### src/rtl/hazard3_break_ctrl_pkg.sv
// Shared constants and state encoding for the trigger break consumer, so the
// trap/debug-entry sequencing and this block agree on causes and states.
package hazard3_break_ctrl_pkg;

  localparam int         DEF_W_ADDR     = 32;
  localparam logic [3:0] DEF_CAUSE_DBG  = 4'd2;  // dcsr.cause: trigger entry to D-mode
  localparam logic [3:0] DEF_CAUSE_MBRK = 4'd3;  // mcause: breakpoint exception

  typedef enum logic [1:0] {
    BRK_IDLE   = 2'd0,  // no break outstanding
    BRK_PEND   = 2'd1,  // trap request raised, waiting for trap_ack
    BRK_WAIT_D = 2'd2   // D-mode entry accepted, waiting for d_mode to assert
  } brk_state_e;

endpackage

### src/rtl/hazard3_break_ctrl.sv
// Consumer end of the trigger unit's break request: captures a break against
// the decode-stage instruction, holds off its issue, and raises a held trap
// request with cause and EPC. Suppresses an immediate re-fire on resume.
module hazard3_break_ctrl
  import hazard3_break_ctrl_pkg::*;
#(
  parameter int         W_ADDR     = DEF_W_ADDR,
  parameter logic [3:0] CAUSE_DBG  = DEF_CAUSE_DBG,
  parameter logic [3:0] CAUSE_MBRK = DEF_CAUSE_MBRK
) (
  input  logic              clk,
  input  logic              rst_n,
  input  logic              brk_req,
  input  logic              brk_d_mode,
  input  logic [W_ADDR-1:0] brk_pc,
  input  logic              instr_valid,
  input  logic              instr_stall,
  input  logic              flush,
  input  logic              d_mode,
  input  logic              trap_return,
  input  logic              trap_ack,
  output logic              suppress_issue,
  output logic              trap_req,
  output logic              trap_d_mode,
  output logic [3:0]        trap_cause,
  output logic [W_ADDR-1:0] trap_epc
);

  brk_state_e state;
  logic       skip_first;
  logic       d_mode_q;
  logic       capture;
  logic       issue;
  logic       skip_set;
  logic       skip_clr;

  // Capture decision and issue blocking; suppression covers the capture cycle
  // itself so the breaking instruction can never slip through decode.
  always_comb begin
    // NOTE: every always_comb output gets a default first so no path leaves it
    // unassigned, which is what would otherwise infer a latch.
    capture        = 1'b0;
    suppress_issue = 1'b0;
    if (state == BRK_IDLE) begin
      capture = brk_req & instr_valid & ~d_mode & ~skip_first & ~flush;
    end
    suppress_issue = capture | (state != BRK_IDLE);
    issue          = instr_valid & ~instr_stall & ~suppress_issue;
    skip_set       = (d_mode_q & ~d_mode) | trap_return;
    skip_clr       = issue | flush;
  end

  // Break FSM with registered trap request and captured trap payload.
  always_ff @(posedge clk or negedge rst_n) begin
    if (!rst_n) begin
      state       <= BRK_IDLE;
      trap_req    <= 1'b0;
      trap_d_mode <= 1'b0;
      trap_cause  <= 4'd0;
      trap_epc    <= '0;
    end else begin
      // NOTE: state uses non-blocking assignments so every register in this
      // block updates from pre-edge values regardless of statement order.
      unique case (state)
        BRK_IDLE: begin
          if (capture) begin
            state       <= BRK_PEND;
            trap_req    <= 1'b1;
            trap_d_mode <= brk_d_mode;
            trap_cause  <= brk_d_mode ? CAUSE_DBG : CAUSE_MBRK;
            trap_epc    <= brk_pc;
          end
        end
        BRK_PEND: begin
          // Ack wins over a same-cycle flush: our own trap causes that flush.
          if (trap_ack) begin
            trap_req <= 1'b0;
            state    <= trap_d_mode ? BRK_WAIT_D : BRK_IDLE;
          end else if (flush) begin
            trap_req <= 1'b0;
            state    <= BRK_IDLE;
          end
        end
        BRK_WAIT_D: begin
          if (d_mode) state <= BRK_IDLE;
        end
        default: begin
          state    <= BRK_IDLE;
          trap_req <= 1'b0;
        end
      endcase
    end
  end

  // Resume tracking: let the instruction at the resume PC issue once without
  // re-triggering. A set in the same cycle as a clear takes priority.
  always_ff @(posedge clk or negedge rst_n) begin
    if (!rst_n) begin
      d_mode_q   <= 1'b0;
      skip_first <= 1'b0;
    end else begin
      d_mode_q <= d_mode;
      if (skip_set)      skip_first <= 1'b1;
      else if (skip_clr) skip_first <= 1'b0;
    end
  end

endmodule

### config.mk
export PLATFORM = sky130hd
export DESIGN_NAME = hazard3_break_ctrl
export DESIGN_NICKNAME = d
export VERILOG_FILES = /design/src/rtl/hazard3_break_ctrl_pkg.sv /design/src/rtl/hazard3_break_ctrl.sv
export SDC_FILE = /design/constraint.sdc
export NUM_CORES = 1
export LEC_CHECK = 0
export BUFFER_PORTS_ARGS = -buffer_cell sky130_fd_sc_hd__buf_2
export CAP_MARGIN = 30
export CORE_MARGIN = 4
export CORE_UTILIZATION = 25
export DETAILED_ROUTE_END_ITERATION = 6
export MAX_ROUTING_LAYER = met4
export SLEW_MARGIN = 20
export SYNTH_ARGS = -nofsm -noshare
export SYNTH_HDL_FRONTEND = slang
export SYNTH_SLANG_ARGS = --single-unit
### constraint.sdc
create_clock -name clk -period 1.35 [get_ports clk]
set_input_delay 0 -clock clk [delete_from_list [all_inputs] [get_ports clk]]
set_output_delay 0 -clock clk [all_outputs]
set_load 0.005 [all_outputs]
==> impl_metrics.ini, run 1 <==
[critical_path]
rr_worst_depth = 4
worstReg2RegEnd = trap_epc[20]
path_depth = 4
crit_slowest_cell = dfrtp_1
crit_path_end = trap_epc[20]
r2r-start = skip_first
max_stage_delay_ns = 0.39
r2r_slack_ns = -0.11
critPathArrivalTime_ns = 1.63
crit_buf_inv = 1
crit_family = simple AND/OR/NAND/NOR gates
critical_path_required_ns = 1.52
crit_type = reg2reg
worstSetupStartpointType = register
startpoint = skip_first
path_max_fanout = 21
end_kind = register
crit_path_cell_trace = nor3_2 > and4_4 > buf_12 > mux2_4

[global_routing]
grt_pass1_vias = 1384
overflow = 0
grt_max_degree = 41
antenna_found_initial = 0
grt_pass1_wl_um = 6560
track_usage_pct = 10.3

[timing]
setup_slack_ns = -0.109
fmax_ghz = 0.685
timing.final.crit_share_pct = 108
drv_slew = 0
timing.hold.ws_ns = 0.0379
tightest_slew_ns = 0.501
setup_viol = 34
relSlewSlack_pct = 66.6
finalClockSkew_ns = 0.00628
hold_viol_final = 0
period_minus_slack_ns = 1.46
rsz0062_at_grt = yes

[pwr]
powerDensity_nw_per_um2 = 1200
vdd_drop_max_v = 0.000572
leakagePower_nw = 1.36

[outcome]
violations = negative setup slack
status = complete, but fails checks

[cts]
numCtsBuffers = 5
cts_root_buffer = clkbuf_8
path_clk_slew_ns = 0.08
cts_buffer_depth = 2
cts_sinks = 40
cts_tree = built
htreeDepth = 2
clk_latency_ns = 0.28

[synth]
ys_types = 23
ys_warn_count = 0
synth_seq_area_share_pct = 58.7
syn_avg_cell_area_um2 = 16.9
syn_inst = 101
ys_ff_latch = 40
synth_area_um2 = 1710

[placed_design]
dp.final_hpwl_um = 2480
dp.cells = 258
port_buffers = 78
placed_cell_area_um2 = 2180
gp_congestion = 0.747

[floorplanning]
boundaryPins = 81
start_util_pct = 26.3
core-area_um2 = 6490
dieArea_um2 = 8210
die_y_um = 90.6
num_rows = 29
die_x_um = 90.6

[drt]
wl_per_cell_um = 12.8
postRouteAntennaNets = 0
drt_iter0_markers = 11
via_count = 1232
avgViaCountPerCell = 4.05
drc = 0
dr.pass1.iters = 4
drt_wl_total_um = 3910

[run]
cap_violations = 0

[final_layout]
layout-drive-gt1-share_pct = 57.7
syn2layout_area_growth_pct = 56.7
finish.net_count = 268
layout_commonest_cell = buf_2
final_cell_area_um2 = 2670
fin_cells = 304
diodes = 0
utilization_pct = 41.2
layout_common_cells = 78 x buf_2, 40 x dfrtp_1, 37 x dlygate4sd3_1

[hold_path]
hold_start = d_mode
worstHoldPathType = in2reg
[worst min-delay path by stage]
stage	slack (ns)	cells past startpoint	endpoint
global placement	0.09	2	trap_cause[0]
finish	0.04	4	state[1]
detailed placement	0.09	2	trap_cause[0]
global route	0.05	4	state[1]
CTS	0.02	4	state[1]
floorplan	-0.30	0	d_mode_q
[layout make-up]
cell class	count	area (um2)
clock buffer	7	86.3
fill	593	3820
sequential	40	1000
timing repair buffer	123	846
inverter	3	11.3
multi-input combinational	53	626
tap	77	96.3
clock inverter	1	7.51
[worst min-delay path: stages]
cell and delay [ns]:
buf_2 0.12, nor2_1 0.05, nand2_1 0.05, o21ai_0 0.07
[cells by family after synthesis]
kind of cell / synth area share (%)
compound gates: 1.39
simple gates: 5.43
buf+inv: 6.23
mux: 28.1
other cells: 0.220
flops: 58.7
[Yosys cell counts (all sizes together)]
master,instances,area share (%)
nand2,2,0.44
nor4,1,0.37
mux2,33,27
nor3,1,0.59
mux2i,1,0.59
conb,1,0.22
inv,3,0.66
and4,1,0.66
or2,2,0.73
nand3,2,0.59
a311o,1,0.59
a211o,1,0.51
dfrtp,40,59
buf,6,5.6
nor2,2,0.59
nand3b,1,0.44
and2b,1,0.51
nor4b,1,0.51
o21ai,1,0.29
[repair_timing]
item,4_1_cts,5_1_grt
endpoints found under the hold margin,77,0
hold buffers,37,0
resized for setup,3,3
cloned,0,0
setup endpoints to repair,33,34
setup buffers,1,0
[state kept, by name, summed over array words and instances, names as in the netlist]
| name | count |
|---|---|
| trap_cause | 2 |
| trap_epc | 32 |
| trap_req | 1 |
| skip_first | 1 |
| trap_d_mode | 1 |
| state | 2 |
| d_mode_q | 1 |
[metrics by stage]
step / setup slack (ns) / TNS [ns] / total power (W)
finish: -0.109 / -2.89 / 0.00322
global route: -0.160 / -4.56 / 0.00343
CTS: -0.117 / -3.19 / 0.00326
detailed placement: -0.108 / -2.92 / 0.00232
global placement: -0.0727 / -2.01 / 0.00231
floorplan: -0.0798 / -2.00 / 0.00194
[layer usage]
| metal | up-vias | GRT usage, % | share of wire, % |
|---|---|---|---|
| li1 | 591 | - | - |
| met4 | 0 | 5.10 | 1.9 |
| met5 | - | - | 0 |
| met2 | 58 | 16.6 | 50 |
| met3 | 7 | 2.42 | 6.4 |
| met1 | 576 | 11.9 | 42 |
[report_power, final]
part	switching, W	leakage [nW]	internal (W)	total, W
Combinational	0.000268	0.811	0.000572	0.000840
Clock	0.000388	0.0445	0.000415	0.000803
Sequential	0.000131	0.501	0.00144	0.00157
No activity file was read; power rests on OpenSTA's default activity.
==> run 2, diff against run 1 <==
--- a/config.mk
+++ b/config.mk
@@ -9,6 +9,7 @@
 export CAP_MARGIN = 30
 export CORE_MARGIN = 4
 export CORE_UTILIZATION = 25
+export CTS_BUF_LIST = sky130_fd_sc_hd__clkbuf_8
 export DETAILED_ROUTE_END_ITERATION = 6
 export MAX_ROUTING_LAYER = met4
 export SLEW_MARGIN = 20
==> run 2 against run 1 <==
  * The flow still finishes with violations (negative setup slack)
  * Combinational power about the same
  * Critical path depth is the same
  * Core utilization unchanged
  * Register-to-register slack about the same
  * Critical path type unchanged
  * Critical endpoint unchanged
  * Largest power group unchanged
==> impl_metrics.ini, run 2 (same netlist as run 1, synthesis figures left out) <==
[cts]
cts_buffer_depth = 2
cts_sinks = 40
path_clk_slew_ns = 0.08
cts_tree = built
htreeDepth = 2
clk_latency_ns = 0.28
cts_root_buffer = clkbuf_8
numCtsBuffers = 5

[floorplanning]
start_util_pct = 26.3
core-area_um2 = 6490
die_x_um = 90.6
num_rows = 29
boundaryPins = 81
dieArea_um2 = 8210
die_y_um = 90.6

[final_layout]
finish.net_count = 268
syn2layout_area_growth_pct = 56.7
largest_reg_flops = 32
layout_common_cells = 78 x buf_2, 40 x dfrtp_1, 37 x dlygate4sd3_1
layout_commonest_cell = buf_2
layout-drive-gt1-share_pct = 57.7
diodes = 0
utilization_pct = 41.2
max_flop_register = trap_epc
reg_top3 = trap_epc: 32 flops, state: 2 flops, trap_cause: 2 flops

[run]
cap_violations = 0

[pwr]
p_sw_share_pct = 24.5
leakagePower_nw = 1.36
powerDensity_nw_per_um2 = 1200
power_w = 0.00321
p_sw_w = 0.000787
comb_power_share_pct = 26.2
p_int_w = 0.00242
clkPwrFrac_pct = 24.8
seqPwrFrac_pct = 49.0
vdd_drop_max_v = 0.000572

[timing]
relSlewSlack_pct = 66.6
timing.hold.ws_ns = 0.0379
hold_viol_final = 0
rsz0062_at_grt = yes
tightest_slew_ns = 0.501
period_minus_slack_ns = 1.46
fmax_ghz = 0.685
finalClockSkew_ns = 0.00628
setup_viol = 34
setup_slack_ns = -0.110
timing.final.crit_share_pct = 108
drv_slew = 0

[critical_path]
critPathArrivalTime_ns = 1.63
crit_slowest_cell = dfrtp_1
critical_path_required_ns = 1.52
worstSetupStartpointType = register
path_max_fanout = 21
crit_path_cell_trace = nor3_2 > and4_4 > buf_12 > mux2_4
end_kind = register
max_stage_delay_ns = 0.39
crit_type = reg2reg

[placed_design]
dp.final_hpwl_um = 2480
pre_cts_slack_ns = -0.108
gp_congestion = 0.747
port_buffers = 78

[drt]
wl_per_cell_um = 12.8
postRouteAntennaNets = 0
avgViaCountPerCell = 4.05
drt_iter0_markers = 10
drt_wl_total_um = 3910
drc = 0
dr.pass1.iters = 4
via_count = 1232

[global_routing]
grt_pass1_wl_um = 6560
grt_pass1_vias = 1386
track_usage_pct = 10.3
overflow = 0
grt_max_degree = 41
antenna_found_initial = 0

[outcome]
status = complete, but fails checks
violations = negative setup slack

[hold_path]
worstHoldPathType = in2reg
-- run 2: metal layers --
metal	vias to the layer above	GRT usage [%]	routed length (um)
met5	-	-	0
met4	0	5.10	73
met3	7	2.42	248
met2	58	16.6	1940
met1	576	11.9	1640
li1	591	-	-
-- run 2: worst max-delay path, delay by kind of cell (launching register included) --
kind | cells | cell delay [ns]
flip-flops | 1 | 0.39
AND/OR/NAND/NOR | 2 | 0.44
multiplexers | 1 | 0.32
buffers and inverters | 1 | 0.20
-- run 2: cell type report --
type	count	area, um2
Fill cell	593	3820
Sequential cell	40	1000
Timing Repair Buffer	123	846
Multi-Input combinational cell	53	626
Tap cell	77	96.3
Clock buffer	6	82.6
Clock inverter	2	11.3
Inverter	3	11.3
-- run 2: through the flow --
stage,TNS [ns],instances,area (um2)
6_report,-2.90,304,2670
3_5_place_dp,-2.92,258,2180
2_1_floorplan,-2.00,102,1710
3_3_place_gp,-2.01,258,2180
5_1_grt,-4.57,304,2670
4_1_cts,-3.21,304,2660
-- run 2: timing repair --
item / 4_1_cts / 5_1_grt
buffers inserted: 1 / 0
gates resized for setup: 3 / 3
endpoints found under the setup margin: 33 / 34
hold buffers: 37 / 0
endpoints found under the hold margin: 77 / 0
-- run 2: final timing paths --
path                       cells after the start     startpoint  slack (ns)             to
max                                            4     skip_first       -0.11   trap_epc[20]
min                                            4         d_mode        0.04       state[1]
max reg2reg                                    4     skip_first       -0.11   trap_epc[20]
min reg2reg                                    1  trap_cause[1]        0.48  trap_cause[1]
max in group asynchronous                      3          rst_n        0.70   trap_epc[16]
min in group asynchronous                      3          rst_n        0.30  trap_cause[0]
-- run 2: power groups by stage --
stage / Clock [W] / Combinational (W) / Sequential (W)
6_report: 0.000796 / 0.000840 / 0.00157
2_1_floorplan: 0 / 0.000335 / 0.00161
3_3_place_gp: 0 / 0.000716 / 0.00159
5_1_grt: 0.000899 / 0.000913 / 0.00161
3_5_place_dp: 0 / 0.000734 / 0.00159
4_1_cts: 0.000849 / 0.000828 / 0.00157
